File: src/rtl/decode_run_mode_pkg.sv
// -----------------------------------------------------------------------------
// decode_run_mode_pkg
// Shared constants for the run-mode bitstream decoder: field widths, FSM state
// encodings, RUNindex limits and the J lookup table used to size each run
// segment (rg = 1 << J[RUNindex]).
// -----------------------------------------------------------------------------
package decode_run_mode_pkg;

    localparam int J_length        = 5;
    localparam int runcount_length = 16;

    localparam logic [1:0] ST_IDLE = 2'd0;
    localparam logic [1:0] ST_HIT  = 2'd1;
    localparam logic [1:0] ST_TAIL = 2'd2;
    localparam logic [1:0] ST_DONE = 2'd3;

    localparam logic [J_length-1:0]        RUN_INDEX_MAX  = 5'd31;
    localparam logic [J_length-1:0]        RUN_INDEX_ZERO = 5'd0;
    localparam logic [runcount_length-1:0] RUN_ZERO       = {runcount_length{1'b0}};
    localparam logic [runcount_length-1:0] RUN_ONE        = {{(runcount_length-1){1'b0}}, 1'b1};

    // J table: number of tail bits that follow a 0 code bit at each RUNindex
    function automatic logic [J_length-1:0] j_of(input logic [J_length-1:0] index);
        logic [J_length-1:0] j_v;
        case (index)
            5'd0,  5'd1,  5'd2,  5'd3:  j_v = 5'd0;
            5'd4,  5'd5,  5'd6,  5'd7:  j_v = 5'd1;
            5'd8,  5'd9,  5'd10, 5'd11: j_v = 5'd2;
            5'd12, 5'd13, 5'd14, 5'd15: j_v = 5'd3;
            5'd16, 5'd17:               j_v = 5'd4;
            5'd18, 5'd19:               j_v = 5'd5;
            5'd20, 5'd21:               j_v = 5'd6;
            5'd22, 5'd23:               j_v = 5'd7;
            5'd24:                      j_v = 5'd8;
            5'd25:                      j_v = 5'd9;
            5'd26:                      j_v = 5'd10;
            5'd27:                      j_v = 5'd11;
            5'd28:                      j_v = 5'd12;
            5'd29:                      j_v = 5'd13;
            5'd30:                      j_v = 5'd14;
            5'd31:                      j_v = 5'd15;
            default:                    j_v = 5'd0;
        endcase
        return j_v;
    endfunction

endpackage

File: src/rtl/decode_run_mode_if.sv
// -----------------------------------------------------------------------------
// decode_run_mode_if
// Groups the run command, the code-bit stream handshake and the run result.
//   master: bit unpacker / controller side (drives start, cols_left, bit_in,
//           bit_valid; observes bit_ready and the run result)
//   slave : the decoder
// -----------------------------------------------------------------------------
interface decode_run_mode_if;
    import decode_run_mode_pkg::*;

    logic                        start;
    logic [runcount_length-1:0]  cols_left;
    logic                        bit_in;
    logic                        bit_valid;
    logic                        bit_ready;
    logic                        run_done;
    logic [runcount_length-1:0]  run_length;
    logic                        interrupted;
    logic [J_length-1:0]         run_index_used;
    logic                        busy;

    modport master (
        output start, cols_left, bit_in, bit_valid,
        input  bit_ready, run_done, run_length, interrupted, run_index_used, busy
    );

    modport slave (
        input  start, cols_left, bit_in, bit_valid,
        output bit_ready, run_done, run_length, interrupted, run_index_used, busy
    );

endinterface

File: src/rtl/decode_run_mode_run_index_tracker.sv
// -----------------------------------------------------------------------------
// run_index_tracker
// Holds RUNindex across runs with saturating increment (at 31) and decrement
// (at 0), and provides the registered J and rg = 1 << J for the held index.
// Ports:
//   clk, reset       clock, synchronous active-high reset
//   clear            return RUNindex to 0 (start of scan)
//   inc / dec        step RUNindex up / down, saturating
//   run_index        current RUNindex
//   j                J[RUNindex]
//   rg               1 << J[RUNindex]
// -----------------------------------------------------------------------------
module run_index_tracker
    import decode_run_mode_pkg::*;
(
    input  logic                        clk,
    input  logic                        reset,
    input  logic                        clear,
    input  logic                        inc,
    input  logic                        dec,
    output logic [J_length-1:0]         run_index,
    output logic [J_length-1:0]         j,
    output logic [runcount_length-1:0]  rg
);

    logic [J_length-1:0]        run_index_r;
    logic [J_length-1:0]        run_index_nxt_s;
    logic [J_length-1:0]        j_r;
    logic [runcount_length-1:0] rg_r;

    // Next RUNindex: clear wins, then saturating step
    always_comb begin
        run_index_nxt_s = run_index_r;
        if (clear) begin
            run_index_nxt_s = RUN_INDEX_ZERO;
        end else if (inc && (run_index_r != RUN_INDEX_MAX)) begin
            run_index_nxt_s = run_index_r + 5'd1;
        end else if (dec && (run_index_r != RUN_INDEX_ZERO)) begin
            run_index_nxt_s = run_index_r - 5'd1;
        end else begin
            run_index_nxt_s = run_index_r;
        end
    end

    // RUNindex register; J and rg are looked up from the next index so they
    // are valid in the same cycle as the index they belong to
    always_ff @(posedge clk) begin
        if (reset) begin
            run_index_r <= RUN_INDEX_ZERO;
            j_r         <= 5'd0;
            rg_r        <= RUN_ONE;
        end else begin
            run_index_r <= run_index_nxt_s;
            j_r         <= j_of(run_index_nxt_s);
            rg_r        <= RUN_ONE << j_of(run_index_nxt_s);
        end
    end

    assign run_index = run_index_r;
    assign j         = j_r;
    assign rg        = rg_r;

endmodule

File: src/rtl/decode_run_mode.sv
// -----------------------------------------------------------------------------
// decode_run_mode
// Run-mode bitstream decoder: consumes code bits one at a time, rebuilds the
// length of the current run, tracks RUNindex across runs and reports whether
// the run ended by interruption or at end of line.
// Ports:
//   clk          rising-edge clock
//   reset        synchronous active-high reset, overrides all inputs
//   frame_start  start of scan: clears RUNindex, aborts any run without result
//   dif (slave)  start/cols_left command, bit_in/bit_valid/bit_ready stream,
//                run_done/run_length/interrupted/run_index_used result, busy
// -----------------------------------------------------------------------------
module decode_run_mode
    import decode_run_mode_pkg::*;
(
    input  logic              clk,
    input  logic              reset,
    input  logic              frame_start,
    decode_run_mode_if.slave  dif
);

    logic [1:0]                 state_r;
    logic [1:0]                 state_nxt_s;
    logic [runcount_length-1:0] run_r;
    logic [runcount_length-1:0] run_nxt_s;
    logic [runcount_length-1:0] rem_r;
    logic [runcount_length-1:0] rem_nxt_s;
    logic [runcount_length-1:0] tail_r;
    logic [runcount_length-1:0] tail_nxt_s;
    logic [J_length-1:0]        tcnt_r;
    logic [J_length-1:0]        tcnt_nxt_s;

    logic                       bit_ready_r;
    logic                       busy_r;
    logic                       run_done_r;
    logic [runcount_length-1:0] run_length_r;
    logic                       interrupted_r;
    logic [J_length-1:0]        run_index_used_r;

    logic                       bit_take_s;
    logic                       inc_s;
    logic                       dec_s;
    logic                       finish_s;
    logic                       fin_intr_s;
    logic [runcount_length-1:0] fin_run_s;
    logic [runcount_length-1:0] add_s;
    logic [runcount_length-1:0] rem_after_s;
    logic [runcount_length-1:0] run_add_s;
    logic [runcount_length-1:0] tail_shift_s;

    logic [J_length-1:0]        run_index_s;
    logic [J_length-1:0]        j_s;
    logic [runcount_length-1:0] rg_s;

    run_index_tracker u_tracker (
        .clk       (clk),
        .reset     (reset),
        .clear     (frame_start),
        .inc       (inc_s),
        .dec       (dec_s),
        .run_index (run_index_s),
        .j         (j_s),
        .rg        (rg_s)
    );

    assign bit_take_s   = bit_ready_r & dif.bit_valid;
    // A 1 bit covers a full rg segment, clipped at the end of the line
    assign add_s        = (rg_s < rem_r) ? rg_s : rem_r;
    assign rem_after_s  = rem_r - add_s;
    assign run_add_s    = run_r + add_s;
    assign tail_shift_s = {tail_r[runcount_length-2:0], dif.bit_in};

    // Next-state, counter and RUNindex step decode
    always_comb begin
        state_nxt_s = state_r;
        run_nxt_s   = run_r;
        rem_nxt_s   = rem_r;
        tail_nxt_s  = tail_r;
        tcnt_nxt_s  = tcnt_r;
        inc_s       = 1'b0;
        dec_s       = 1'b0;
        finish_s    = 1'b0;
        fin_intr_s  = 1'b0;
        fin_run_s   = run_r;
        if (frame_start) begin
            state_nxt_s = ST_IDLE;
        end else begin
            case (state_r)
                ST_IDLE: begin
                    if (dif.start) begin
                        run_nxt_s = RUN_ZERO;
                        rem_nxt_s = dif.cols_left;
                        if (dif.cols_left == RUN_ZERO) begin
                            state_nxt_s = ST_DONE;
                            finish_s    = 1'b1;
                            fin_run_s   = RUN_ZERO;
                        end else begin
                            state_nxt_s = ST_HIT;
                        end
                    end else begin
                        state_nxt_s = ST_IDLE;
                    end
                end
                ST_HIT: begin
                    if (bit_take_s) begin
                        if (dif.bit_in) begin
                            run_nxt_s = run_add_s;
                            rem_nxt_s = rem_after_s;
                            inc_s     = (add_s == rg_s) && (run_index_s != RUN_INDEX_MAX);
                            if (rem_after_s == RUN_ZERO) begin
                                state_nxt_s = ST_DONE;
                                finish_s    = 1'b1;
                                fin_run_s   = run_add_s;
                            end else begin
                                state_nxt_s = ST_HIT;
                            end
                        end else begin
                            if (j_s == 5'd0) begin
                                state_nxt_s = ST_DONE;
                                finish_s    = 1'b1;
                                fin_intr_s  = 1'b1;
                                fin_run_s   = run_r;
                            end else begin
                                state_nxt_s = ST_TAIL;
                                tcnt_nxt_s  = j_s;
                                tail_nxt_s  = RUN_ZERO;
                            end
                        end
                    end else begin
                        state_nxt_s = ST_HIT;
                    end
                end
                ST_TAIL: begin
                    if (bit_take_s) begin
                        if (tcnt_r == 5'd1) begin
                            // Tail is always shorter than rg, so no clamp against rem
                            state_nxt_s = ST_DONE;
                            run_nxt_s   = run_r + tail_shift_s;
                            finish_s    = 1'b1;
                            fin_intr_s  = 1'b1;
                            fin_run_s   = run_r + tail_shift_s;
                        end else begin
                            state_nxt_s = ST_TAIL;
                            tcnt_nxt_s  = tcnt_r - 5'd1;
                            tail_nxt_s  = tail_shift_s;
                        end
                    end else begin
                        state_nxt_s = ST_TAIL;
                    end
                end
                ST_DONE: begin
                    state_nxt_s = ST_IDLE;
                    dec_s       = interrupted_r;
                end
                default: begin
                    state_nxt_s = ST_IDLE;
                end
            endcase
        end
    end

    // State, counters and registered outputs
    always_ff @(posedge clk) begin
        if (reset) begin
            state_r          <= ST_IDLE;
            run_r            <= RUN_ZERO;
            rem_r            <= RUN_ZERO;
            tail_r           <= RUN_ZERO;
            tcnt_r           <= 5'd0;
            bit_ready_r      <= 1'b0;
            busy_r           <= 1'b0;
            run_done_r       <= 1'b0;
            run_length_r     <= RUN_ZERO;
            interrupted_r    <= 1'b0;
            run_index_used_r <= 5'd0;
        end else begin
            state_r     <= state_nxt_s;
            run_r       <= run_nxt_s;
            rem_r       <= rem_nxt_s;
            tail_r      <= tail_nxt_s;
            tcnt_r      <= tcnt_nxt_s;
            bit_ready_r <= (state_nxt_s == ST_HIT) || (state_nxt_s == ST_TAIL);
            busy_r      <= (state_nxt_s != ST_IDLE);
            run_done_r  <= (state_nxt_s == ST_DONE);
            if (finish_s) begin
                run_length_r     <= fin_run_s;
                interrupted_r    <= fin_intr_s;
                run_index_used_r <= run_index_s;
            end
        end
    end

    assign dif.bit_ready      = bit_ready_r;
    assign dif.busy           = busy_r;
    assign dif.run_done       = run_done_r;
    assign dif.run_length     = run_length_r;
    assign dif.interrupted    = interrupted_r;
    assign dif.run_index_used = run_index_used_r;

endmodule

File: src/flat_wrapper.sv
// flat-port wrapper written by rule: the top's interface ports become plain ports
module decode_run_mode_flat import decode_run_mode_pkg::*;
  (clk, reset, frame_start, dif_start, dif_cols_left, dif_bit_in, dif_bit_valid, dif_bit_ready, dif_run_done, dif_run_length, dif_interrupted, dif_run_index_used, dif_busy);
  decode_run_mode_if dif_i ();
  input  logic clk;
  input  logic reset;
  input  logic frame_start;
  input wire logic [$bits(dif_i.start)-1:0] dif_start;
  input wire logic [$bits(dif_i.cols_left)-1:0] dif_cols_left;
  input wire logic [$bits(dif_i.bit_in)-1:0] dif_bit_in;
  input wire logic [$bits(dif_i.bit_valid)-1:0] dif_bit_valid;
  output wire logic [$bits(dif_i.bit_ready)-1:0] dif_bit_ready;
  output wire logic [$bits(dif_i.run_done)-1:0] dif_run_done;
  output wire logic [$bits(dif_i.run_length)-1:0] dif_run_length;
  output wire logic [$bits(dif_i.interrupted)-1:0] dif_interrupted;
  output wire logic [$bits(dif_i.run_index_used)-1:0] dif_run_index_used;
  output wire logic [$bits(dif_i.busy)-1:0] dif_busy;
  assign dif_i.start = dif_start;
  assign dif_i.cols_left = dif_cols_left;
  assign dif_i.bit_in = dif_bit_in;
  assign dif_i.bit_valid = dif_bit_valid;
  assign dif_bit_ready = dif_i.bit_ready;
  assign dif_run_done = dif_i.run_done;
  assign dif_run_length = dif_i.run_length;
  assign dif_interrupted = dif_i.interrupted;
  assign dif_run_index_used = dif_i.run_index_used;
  assign dif_busy = dif_i.busy;
  decode_run_mode u_core (.clk(clk), .reset(reset), .frame_start(frame_start), .dif(dif_i));
endmodule
File: config.mk
export PLATFORM = sky130hd
export DESIGN_NAME = decode_run_mode_flat
export DESIGN_NICKNAME = d
export VERILOG_FILES = /design/src/rtl/decode_run_mode_pkg.sv /design/src/rtl/decode_run_mode_if.sv /design/src/rtl/decode_run_mode_run_index_tracker.sv /design/src/rtl/decode_run_mode.sv /design/src/flat_wrapper.sv
export SDC_FILE = /design/constraint.sdc
export NUM_CORES = 1
export LEC_CHECK = 0
export ABC_AREA = 0
export CORE_MARGIN = 2
export CORE_UTILIZATION = 25
export DETAILED_ROUTE_END_ITERATION = 7
export PLACE_DENSITY = 0.37
export SETUP_SLACK_MARGIN = 0.05
export SKIP_LAST_GASP = 1
export SYNTH_ARGS = -nofsm -noshare
export SYNTH_HDL_FRONTEND = slang
export SYNTH_SLANG_ARGS = --single-unit
File: constraint.sdc
create_clock -name clk -period 6.25 [get_ports clk]
set_input_delay 1.875 -clock clk [delete_from_list [all_inputs] [get_ports clk]]
set_output_delay 1.875 -clock clk [all_outputs]
set_load 0.01 [all_outputs]
==> results.cfg <==
[status]
status = completed

[clock_network]
insertion_delay_ns = 0.36
path_clk_slew_ns = 0.07
htreeDepth = 3
clockBufferDepth = 2
cts_tree = done
root_buffer = clkbuf_16
cts_sinks = 104
cts-buffers-inserted = 9
post_cts_buffers = 0

[power]
p_sw_w = 0.000548
seq_power_share_pct = 39.5
leakagePower_nw = 3.35
ir_worst_vdd_mv = 0.151
p_int_w = 0.00119
combPwrFrac_pct = 23.2
clkPwrFrac_pct = 37.3
p_per_area_mw_per_mm2 = 196
swShare_pct = 31.6

[route]
wl_per_cell_um = 17.5
drc = 0
dr.pass1.iters = 5
antenna_left = 0
drt_iter0_drc = 349
vias = 6913
wl_um = 24700
vias_per_cell = 4.90

[synthesis]
avgSynthCellArea_um2 = 7.68
synth-seq-cells = 104
ys_types = 67
yosys.area.top_type = dfxtp_1
synth_seq_area_share_pct = 27.6
netlist.area_leader.share_pct = 27.6
mappedNetlistArea_mm2 = 0.00755
syn_nets = 1079
synth_cells = 983
synth_ff_type = dfxtp_1
synth_most_common_cell = nand2_1
synth.area.top_cells = dfxtp_1 (28%), ha_1 (12%), a21oi_1 (6.7%), nand2_1 (5.4%), nor2_1 (5.2%)
synth_common_cells = nand2_1 (109), nor2_1 (105), dfxtp_1 (104)
ys_warn_count = 0
async_flop_share_pct = 0
synth_edf_count = 0

[sta]
drv_slew = 0
hold_violations = 0
period_share_pct = 92.6
worst_pin_slew_ns = 1.03
slew_headroom_pct = 31.3
skew_ns = 0.0123
final.setup.tns_ns = 0
setup_viol = 0
fmax_mhz = 173
rsz0062_at_grt = no
period_needed_ns = 5.79

[grt]
grt_use_met3_pct = 2.78
grt_pass1_wl_um = 38900
use_met1_pct = 21.4
use_met2_pct = 27.0
grt_usage_pct = 16.1
grt_max_degree = 46
first_global_vias = 6832
busiest_layer = met2
grt_overflow = 0
antenna_found_initial = 1

[worst_setup_path]
worst_setup_path_start_kind = register
worstPathMaxFanout = 9
required_ns = 6.48
endpoint_kind = register
critPathKind = register to register
arrival_ns = 6.02

[floorplan]
rows = 63
fp.dieW_um = 178
die_y_um = 178
core_mm2 = 0.0297
initial_core_util_pct = 25.4
ioPinCount = 47
dieArea_mm2 = 0.0316

[place]
placed_cell_area_mm2 = 0.00850
gp_congestion = 0.811
port_buffers = 46
hpwl_um = 19300

[hold_path]
min_path_type = register to register

[layout]
area_growth_syn_to_layout_pct = 17.1
fin_area_mm2 = 0.00885
nets = 1113
drive_gt1_share_pct = 6.95
diodes = 0

[flow_run]
drv_cap = 0
area by class of cell:
| class | count | area, um^2 |
|---|---|---|
| clock buffer | 9 | 225 |
| multi-input combinational | 775 | 5100 |
| clock inverter | 7 | 104 |
| timing repair buffer | 66 | 621 |
| sequential | 104 | 2080 |
| tap | 390 | 488 |
| inverter | 61 | 229 |
| fill | 3241 | 20900 |
power by group through the flow:
stage | Clock [W] | Sequential, W | Combinational [W]
floorplan | 0 | 0.000699 | 0.000272
global placement | 0 | 0.000702 | 0.000405
detailed placement | 0 | 0.000702 | 0.000399
CTS | 0.000674 | 0.000687 | 0.000401
global route | 0.000694 | 0.000688 | 0.000446
finish | 0.000647 | 0.000686 | 0.000403
path summary, 6_finish.rpt:
path	startpoint	depth (start not counted)	slack, ns	endpoint
setup / recovery	u_core.rem_r[10]$_SDFFE_PP0P_	20	0.46	u_core.dif.bit_ready$_SDFF_PP0_
hold / removal	u_core.tail_r[4]$_SDFFE_PP0P_	2	0.48	u_core.tail_r[4]$_SDFFE_PP0P_
setup reg to reg	u_core.rem_r[10]$_SDFFE_PP0P_	20	0.46	u_core.dif.bit_ready$_SDFF_PP0_
hold reg to reg	u_core.tail_r[4]$_SDFFE_PP0P_	2	0.48	u_core.tail_r[4]$_SDFFE_PP0P_
cells by family after synthesis:
family	synth area share, %
simple gates	21.3
flops	27.6
compound gates	23.9
buf+inv	5.47
fa+ha+maj	12.6
mux	2.25
xor+xnor	6.96
stage by stage:
| stage | utilization (%) | total power [W] | worst slack, ns | std cells | hold WS (ns) |
|---|---|---|---|---|---|
| after floorplan | - | 0.000971 | 0.722 | 983 | 0.444 |
| after global placement | 28.6 | 0.00111 | 0.320 | 1396 | 0.464 |
| after detailed placement | 28.6 | 0.00110 | 0.273 | 1396 | 0.461 |
| after CTS | 29.7 | 0.00176 | 0.251 | 1412 | 0.479 |
| after global routing | 29.8 | 0.00183 | 0.101 | 1412 | 0.499 |
| final | 29.8 | 0.00174 | 0.462 | 1412 | 0.478 |
what timing repair did:
item,in CTS,in global routing
hold buffers,0,0
resized for setup,0,5
endpoints found under the setup margin,0,19
critical path, stage by stage, from the launching register on:
cell and delay, ns:
dfxtp_1 0.40, inv_1 0.08, ha_1 0.32, nand4_1 0.16, or4_1 0.56, a21oi_2 0.19
o31ai_4 0.15, buf_4 0.22, o21ai_0 0.32, inv_1 0.08, ha_1 0.24, or3_4 0.40
o31a_1 0.37, o31ai_2 0.25, xnor2_1 0.13, or4_4 0.61, o31a_1 0.34, o311ai_1 0.24
nand3_1 0.17, ha_1 0.30, nor2b_1 0.12
routing by layer:
| metal | part of all wire (%) | vias to the layer above | wire (um) |
|---|---|---|---|
| met5 | 0.053 | - | 13 |
| met1 | 48 | 3220 | 11800 |
| li1 | - | 3565 | - |
| met4 | 1.3 | 2 | 321 |
| met3 | 3.3 | 25 | 818 |
| met2 | 47 | 101 | 11700 |
placed cells by master, fill, tap and decap left out, types with 10 or more instances in the layout:
cell type	Yosys	routed
o21ai_0	51	49
nand2_1	109	109
a211oi_2	10	10
mux2i_1	17	17
dfxtp_1	104	104
buf_4	1	20
nand3_1	35	35
nor2_1	105	105
a21oi_1	101	100
o21a_1	11	10
xor2_1	26	26
a211oi_1	20	20
clkdlybuf4s50_1	0	45
nor3_1	21	19
nor4_1	11	11
nor2_2	10	10
ha_1	71	71
xnor2_1	34	34
a221oi_1	18	17
inv_1	60	60
flip-flops by register name, summed over array words and instances (netlist names):
name,cells
u_core.tail_r,15
u_core.u_tracker.run_index,5
u_core.u_tracker.j,4
u_core.run_r,16
u_core.dif.run_index_used,5
u_core.state_r,2
u_core.dif.interrupted,1
u_core.tcnt_r,5
u_core.dif.run_done,1
u_core.u_tracker.rg,16
u_core.dif.busy,1
u_core.rem_r,16
u_core.dif.run_length,16
u_core.dif.bit_ready,1
Power figures use the tool's default switching activity.
